<file path="src/rtl/cmt_rx_fifo_ctrl_if.sv">
// cmt_rx_fifo_ctrl_if
//  Bundles the two buses of the CMT receive FIFO.
//   - Tape-side push port: cmt_data, cmt_stb, and the cmt_busy back-pressure.
//   - Avalon-MM slave port (read latency 1), plus the level irq.
//  Modports:
//   master : the emulated machine and the Nios host (drive strobes and data).
//   slave  : the FIFO controller.
interface cmt_rx_fifo_ctrl_if;
  logic [7:0]  cmt_data;
  logic        cmt_stb;
  logic        cmt_busy;
  logic [1:0]  avs_address;
  logic        avs_read;
  logic        avs_write;
  logic [31:0] avs_writedata;
  logic [31:0] avs_readdata;
  logic        irq;

  modport master (
    output cmt_data, cmt_stb, avs_address, avs_read, avs_write, avs_writedata,
    input  cmt_busy, avs_readdata, irq
  );

  modport slave (
    input  cmt_data, cmt_stb, avs_address, avs_read, avs_write, avs_writedata,
    output cmt_busy, avs_readdata, irq
  );
endinterface

</file>
<file path="src/rtl/cmt_rx_fifo_ctrl.sv">
// cmt_rx_fifo_ctrl
//  Receive-side sequencer for cassette save data. Bytes strobed in by the
//  emulated PC-8001 are buffered in a FIFO. Nios firmware drains the FIFO
//  through an Avalon-MM register window, using the level irq to know when.
//  Register map (avs_address):
//   0 DATA    R  [7:0] head byte; the read pops the head. An empty read returns 0.
//   1 STATUS  R  [0] not_empty [1] full [2] overrun [15:8] count
//             W  a 1 written to bit 2 clears overrun.
//   2 CONTROL RW [0] enable [1] irq_en; W [2] flush (self-clearing).
//   3 THRESH  RW [7:0] irq level; the value 0 acts as 1.
//  Ports: clk, reset_n (async, active-low), bus (cmt_rx_fifo_ctrl_if.slave).
module cmt_rx_fifo_ctrl #(
  parameter int DEPTH_LOG2 = 4
) (
  input  logic               clk,
  input  logic               reset_n,
  cmt_rx_fifo_ctrl_if.slave  bus
);
  localparam int DEPTH = 1 << DEPTH_LOG2;
  localparam int CW    = DEPTH_LOG2 + 1;

  logic [7:0]            mem [DEPTH];
  logic [DEPTH_LOG2-1:0] wr_ptr, rd_ptr;
  logic [CW-1:0]         count;
  logic                  overrun, enable, irq_en;
  logic [7:0]            thresh;

  logic full, empty, pop, push, drop, flush, ovr_clr;
  logic [7:0] count8, thresh_eff, head;

  assign full   = (count == CW'(DEPTH));
  assign empty  = (count == '0);
  assign count8 = 8'(count);
  assign head   = empty ? 8'h00 : mem[rd_ptr];

  assign pop     = bus.avs_read  && (bus.avs_address == 2'd0) && !empty;
  // A pop in the same cycle frees a slot, so a full FIFO still accepts the byte.
  assign push    = bus.cmt_stb && enable && (!full || pop);
  assign drop    = bus.cmt_stb && enable && full && !pop;
  assign flush   = bus.avs_write && (bus.avs_address == 2'd2) && bus.avs_writedata[2];
  assign ovr_clr = bus.avs_write && (bus.avs_address == 2'd1) && bus.avs_writedata[2];

  assign thresh_eff   = (thresh == 8'd0) ? 8'd1 : thresh;
  assign bus.cmt_busy = full;

  // The storage array has no reset. A slot is always written before it is read.
  always_ff @(posedge clk) begin
    if (push && !flush) mem[wr_ptr] <= bus.cmt_data;
  end

  always_ff @(posedge clk or negedge reset_n) begin
    if (!reset_n) begin
      wr_ptr           <= '0;
      rd_ptr           <= '0;
      count            <= '0;
      overrun          <= 1'b0;
      enable           <= 1'b0;
      irq_en           <= 1'b0;
      thresh           <= 8'd1;
      bus.avs_readdata <= '0;
      bus.irq          <= 1'b0;
    end else begin
      // Flush overrides any push or pop in the same cycle. The byte being pushed is discarded.
      if (flush) begin
        wr_ptr <= '0;
        rd_ptr <= '0;
        count  <= '0;
      end else begin
        if (push) wr_ptr <= wr_ptr + 1'b1;
        if (pop)  rd_ptr <= rd_ptr + 1'b1;
        if (push && !pop)      count <= count + 1'b1;
        else if (pop && !push) count <= count - 1'b1;
      end

      // Flush does not touch the sticky overrun flag. A new drop takes priority over a clear.
      if (drop && !flush) overrun <= 1'b1;
      else if (ovr_clr)   overrun <= 1'b0;

      if (bus.avs_write && bus.avs_address == 2'd2) begin
        enable <= bus.avs_writedata[0];
        irq_en <= bus.avs_writedata[1];
      end
      if (bus.avs_write && bus.avs_address == 2'd3) thresh <= bus.avs_writedata[7:0];

      // The read data shows the state from before this cycle's push or pop.
      if (bus.avs_read) begin
        unique case (bus.avs_address)
          2'd0: bus.avs_readdata <= {24'h0, head};
          2'd1: bus.avs_readdata <= {16'h0, count8, 5'h0, overrun, full, !empty};
          2'd2: bus.avs_readdata <= {30'h0, irq_en, enable};
          default: bus.avs_readdata <= {24'h0, thresh};
        endcase
      end

      bus.irq <= irq_en && ((count8 >= thresh_eff) || overrun);
    end
  end
endmodule

</file>
<file path="src/flat_wrapper.sv">
// flat-port wrapper written by rule: the top's interface ports become plain ports
module cmt_rx_fifo_ctrl_flat 
#(
  parameter int DEPTH_LOG2 = 4
)
  (clk, reset_n, bus_cmt_data, bus_cmt_stb, bus_avs_address, bus_avs_read, bus_avs_write, bus_avs_writedata, bus_cmt_busy, bus_avs_readdata, bus_irq);
  cmt_rx_fifo_ctrl_if bus_i ();
  input  logic clk;
  input  logic reset_n;
  input wire logic [$bits(bus_i.cmt_data)-1:0] bus_cmt_data;
  input wire logic [$bits(bus_i.cmt_stb)-1:0] bus_cmt_stb;
  input wire logic [$bits(bus_i.avs_address)-1:0] bus_avs_address;
  input wire logic [$bits(bus_i.avs_read)-1:0] bus_avs_read;
  input wire logic [$bits(bus_i.avs_write)-1:0] bus_avs_write;
  input wire logic [$bits(bus_i.avs_writedata)-1:0] bus_avs_writedata;
  output wire logic [$bits(bus_i.cmt_busy)-1:0] bus_cmt_busy;
  output wire logic [$bits(bus_i.avs_readdata)-1:0] bus_avs_readdata;
  output wire logic [$bits(bus_i.irq)-1:0] bus_irq;
  assign bus_i.cmt_data = bus_cmt_data;
  assign bus_i.cmt_stb = bus_cmt_stb;
  assign bus_i.avs_address = bus_avs_address;
  assign bus_i.avs_read = bus_avs_read;
  assign bus_i.avs_write = bus_avs_write;
  assign bus_i.avs_writedata = bus_avs_writedata;
  assign bus_cmt_busy = bus_i.cmt_busy;
  assign bus_avs_readdata = bus_i.avs_readdata;
  assign bus_irq = bus_i.irq;
  cmt_rx_fifo_ctrl #(.DEPTH_LOG2(DEPTH_LOG2)) u_core (.clk(clk), .reset_n(reset_n), .bus(bus_i));
endmodule
</file>
<file path="config.mk">
export PLATFORM = sky130hd
export DESIGN_NAME = cmt_rx_fifo_ctrl_flat
export DESIGN_NICKNAME = d
export VERILOG_FILES = /design/src/rtl/cmt_rx_fifo_ctrl_if.sv /design/src/rtl/cmt_rx_fifo_ctrl.sv /design/src/flat_wrapper.sv
export SDC_FILE = /design/constraint.sdc
export NUM_CORES = 1
export LEC_CHECK = 0
export CORE_MARGIN = 4
export CORE_UTILIZATION = 35
export CTS_CLUSTER_DIAMETER = 30
export DETAILED_ROUTE_END_ITERATION = 16
export GPL_TIMING_DRIVEN = 0
export SLEW_MARGIN = 10
export SYNTH_ARGS = -nofsm -noshare
export SYNTH_HDL_FRONTEND = slang
export SYNTH_SLANG_ARGS = --single-unit
export TNS_END_PERCENT = 100
</file>
<file path="constraint.sdc">
create_clock -name clk -period 6.7 [get_ports clk]
set_input_delay 2.01 -clock clk [delete_from_list [all_inputs] [get_ports clk]]
set_output_delay 2.01 -clock clk [all_outputs]
set_load 0.005 [all_outputs]
</file>
==> out/metrics.yaml <==
clock_network:
  clkTransAtPathRegs_ns: 0.07
  root_buffer: "clkbuf_16"
  cts_max_level: 4
  cts_tree: "done"
  cts_sinks: 166
  hold_buffers: 0
  post_cts_resized: 0
  numCtsBuffers: 17
  clock_latency_ns: 0.43
  cts_setup_buffers: 0
  cts_buffer_depth: 2
status:
  status: "finished, final reports clean"
die:
  coreArea_sq_um: 20230
  top_level_ports: 81
  initial_core_util_pct: 35.58
  rows: 52
  die_area_sq_um: 22930
  fp.dieW_um: 151.4
  chipHeight_um: 151.4
logic_synthesis:
  synth_cell_types: 43
  ys_seq_area_share_pct: 66.61
  yosysTopAreaCellShare_pct: 53.39
  yosysWarnings: 0
  synthArstFlopShare_pct: 22.89
  synth_seq_cells: 166
  synth_edf_count: 128
  syn_inst: 462
  ys.flop_type: "edfxtp_1"
  syn_area_sq_um: 7199
  synthTopCellsByArea: "edfxtp_1, dfrtp_1, mux4_2"
  avgSynthCellArea_sq_um: 15.58
  synth_top_cell_by_area: "edfxtp_1"
timing:
  rsz0062_at_grt: "false"
  tightest_slew_ns: 1.115
  fin_crit_sh_pct: 72.21
  relSlewSlack_pct: 25.42
  fmax_mhz: 206.7
  period_minus_slack_ns: 4.838
  drv_slew: 0
  fin_skew_ns: 0.01242
  hold_slack_ns: 0.5064
  setup_viol: 0
  tns_ns: 0
  worst_slack_ns: 1.862
  hold_violations: 0
critical_path:
  rr_startpoint: "u_core.count[1]"
  cp_common_cell: "a21oi_1"
  critPathLaunch: "bus_avs_address[0]"
  cp_data_required_time_ns: 7.05
  end_kind: "register"
  path_cells: "clkdlybuf4s50_1 > buf_2 > or3b_1 > a31oi_2 > ha_1 > inv_1 > fa_1 > a21o_1 > a21oi_1 > xnor2_1 > or3_1 > a21oi_1"
  crit_type: "in -> reg"
  cp.arrival_ns: 5.19
  path_max_fanout: 10
  critPathBufInv: 3
  worst_setup_path_start_kind: "input pin"
  r2r_slack_ns: 3.45
  reg2regPathDepth: 12
  critical_path.max_stage_delay_ns: 0.44
  path_delay_family: "compound AO/OA/AOI/OAI gates"
  reg2reg_to: "u_core.count[4]"
  crit_slowest_cell: "or3b_1"
grt:
  grt_max_degree: 21
  grtUsageTotal_pct: 14.73
  grt_pass1_wl_um: 24460
  grt_overflow: 0
  grt_pass1_vias: 4149
  antenna_found_initial: 0
hold_path:
  holdCritStartpoint: "u_core.thresh[2]"
  hold_class: "reg -> reg"
  holdPathEnd: "u_core.thresh[2]"
  hold_depth: 1
detailed_routing:
  wl_per_cell_um: 19.35
  drt-initial-drc-count: 369
  route.detailed.drc: 0
  routed_wirelength_um: 15920
  via_per_inst: 4.960
  ant_nets: 0
  vias: 4082
  drt_pass1_iterations: 5
cells_and_area:
  syn2layout_area_growth_pct: 20.65
  drive_gt1_share_pct: 23.51
  num-nets-final: 603
  antenna_cells: 0
  final_util_pct: 42.93
  layoutNonFillerInstCount: 823
placed_design:
  dp_slack_ns: 1.467
  place_hpwl_um: 10930
  dp_cells: 791
  gp_congestion: 0.8213
  io_buffers: 36
job:
  drv_cap: 0
power_and_ir_drop:
  powerDensity_nw_per_um2: 365.4
  power.leakage_nw: 3.126
  vdd_drop_max_mv: 0.2483
-- Yosys cell counts, types with 2 or more instances --
cell and count:
a21o_1 4, a21oi_1 12, a31o_2 2, and2_1 5, and3_1 2, buf_1 5
buf_2 5, buf_4 20, clkbuf_1 10, dfrtp_1 37, edfxtp_1 128, ha_1 15
inv_1 19, mux2_2 20, mux2i_1 3, mux4_2 33, nand2_1 39, nand2b_1 4
nand3_1 5, nand4_1 2, nor2_1 25, nor3_1 14, o211ai_1 2, o21ai_0 15
o22ai_1 10, xnor2_1 4, xor2_1 6
-- layout by cell type, fill, tap and decap left out, drive strengths merged, types with 2 or more instances in the layout --
cell / Yosys / routed
edfxtp: 128 / 128
nand2: 39 / 39
buf: 32 / 38
dfrtp: 37 / 37
clkdlybuf4s50: 0 / 35
mux4: 33 / 33
clkbuf: 10 / 27
inv: 19 / 26
nor2: 25 / 25
mux2: 20 / 20
conb: 1 / 19
o21ai: 15 / 15
ha: 15 / 15
nor3: 14 / 14
a21oi: 12 / 12
o22ai: 10 / 10
xor2: 6 / 6
nand3: 5 / 5
and2: 5 / 5
clkinv: 0 / 5
nand2b: 4 / 4
a21o: 4 / 4
xnor2: 4 / 4
mux2i: 3 / 3
and3: 2 / 2
a31o: 2 / 2
o211ai: 2 / 2
nand4: 2 / 2
bufinv: 0 / 2
-- how the worst max path moves through the flow --
stage / end / slack (ns) / cells after the start
6_report: u_core.count[4] / 1.86 / 12
5_1_grt: u_core.count[4] / 1.67 / 14
4_1_cts: u_core.count[4] / 1.90 / 12
3_5_place_dp: u_core.count[4] / 1.47 / 12
3_3_place_gp: u_core.mem[11][7] / 1.33 / 7
2_1_floorplan: u_core.count[4] / 2.16 / 11
-- power by group --
part | switching [mW] | internal, mW
logic | 0.447 | 0.428
registers | 0.0843 | 1.21
clock network | 0.437 | 0.567
-- per-layer routing --
| layer | GRT usage (%) | routed length, um | part of all wire (%) |
|---|---|---|---|
| met5 | 0 | 0 | 0 |
| met4 | 4.850 | 309 | 1.9 |
| met3 | 4.428 | 927 | 5.8 |
| met2 | 23.43 | 7731 | 49 |
| met1 | 19.37 | 6955 | 44 |
-- stage by stage --
step | area (sq um) | total power [mW]
finish | 8686 | 3.174
global route | 8686 | 3.345
CTS | 8686 | 3.200
detailed placement | 8073 | 2.196
global placement | 7965 | 2.156
floorplan | 7267 | 1.901
-- cell type report --
cell class | instances | area, sq um
repair buffers | 41 | 427.9
multi-input cells | 253 | 2177
plain buffers | 42 | 262.8
well taps | 270 | 337.8
inverters | 19 | 71.32
clock buffers | 17 | 425.4
clock inverters | 15 | 187.7
flip-flops and latches | 166 | 4796
fillers | 1798 | 11550
-- state kept, by name, indices dropped and copies added (netlist names) --
signal                   flops
u_core.mem                 128
u_core.bus.avs_readdata     13
u_core.thresh                8
u_core.count                 5
u_core.rd_ptr                4
u_core.wr_ptr                4
u_core.bus.irq               1
u_core.enable                1
u_core.irq_en                1
u_core.overrun               1
-- logic make-up after synthesis --
family | Yosys count | share of synthesized area (%)
buffers and inverters | 61 | 4.640
adder cells (fa/ha/maj) | 16 | 2.885
other | 1 | 0.05209
flip-flops | 166 | 66.61
multiplexers | 56 | 13.87
AO/OA/AOI/OAI | 49 | 4.188
XOR/XNOR | 10 | 1.216
AND/OR/NAND/NOR | 103 | 6.535
(Power assumes the default switching activity.)
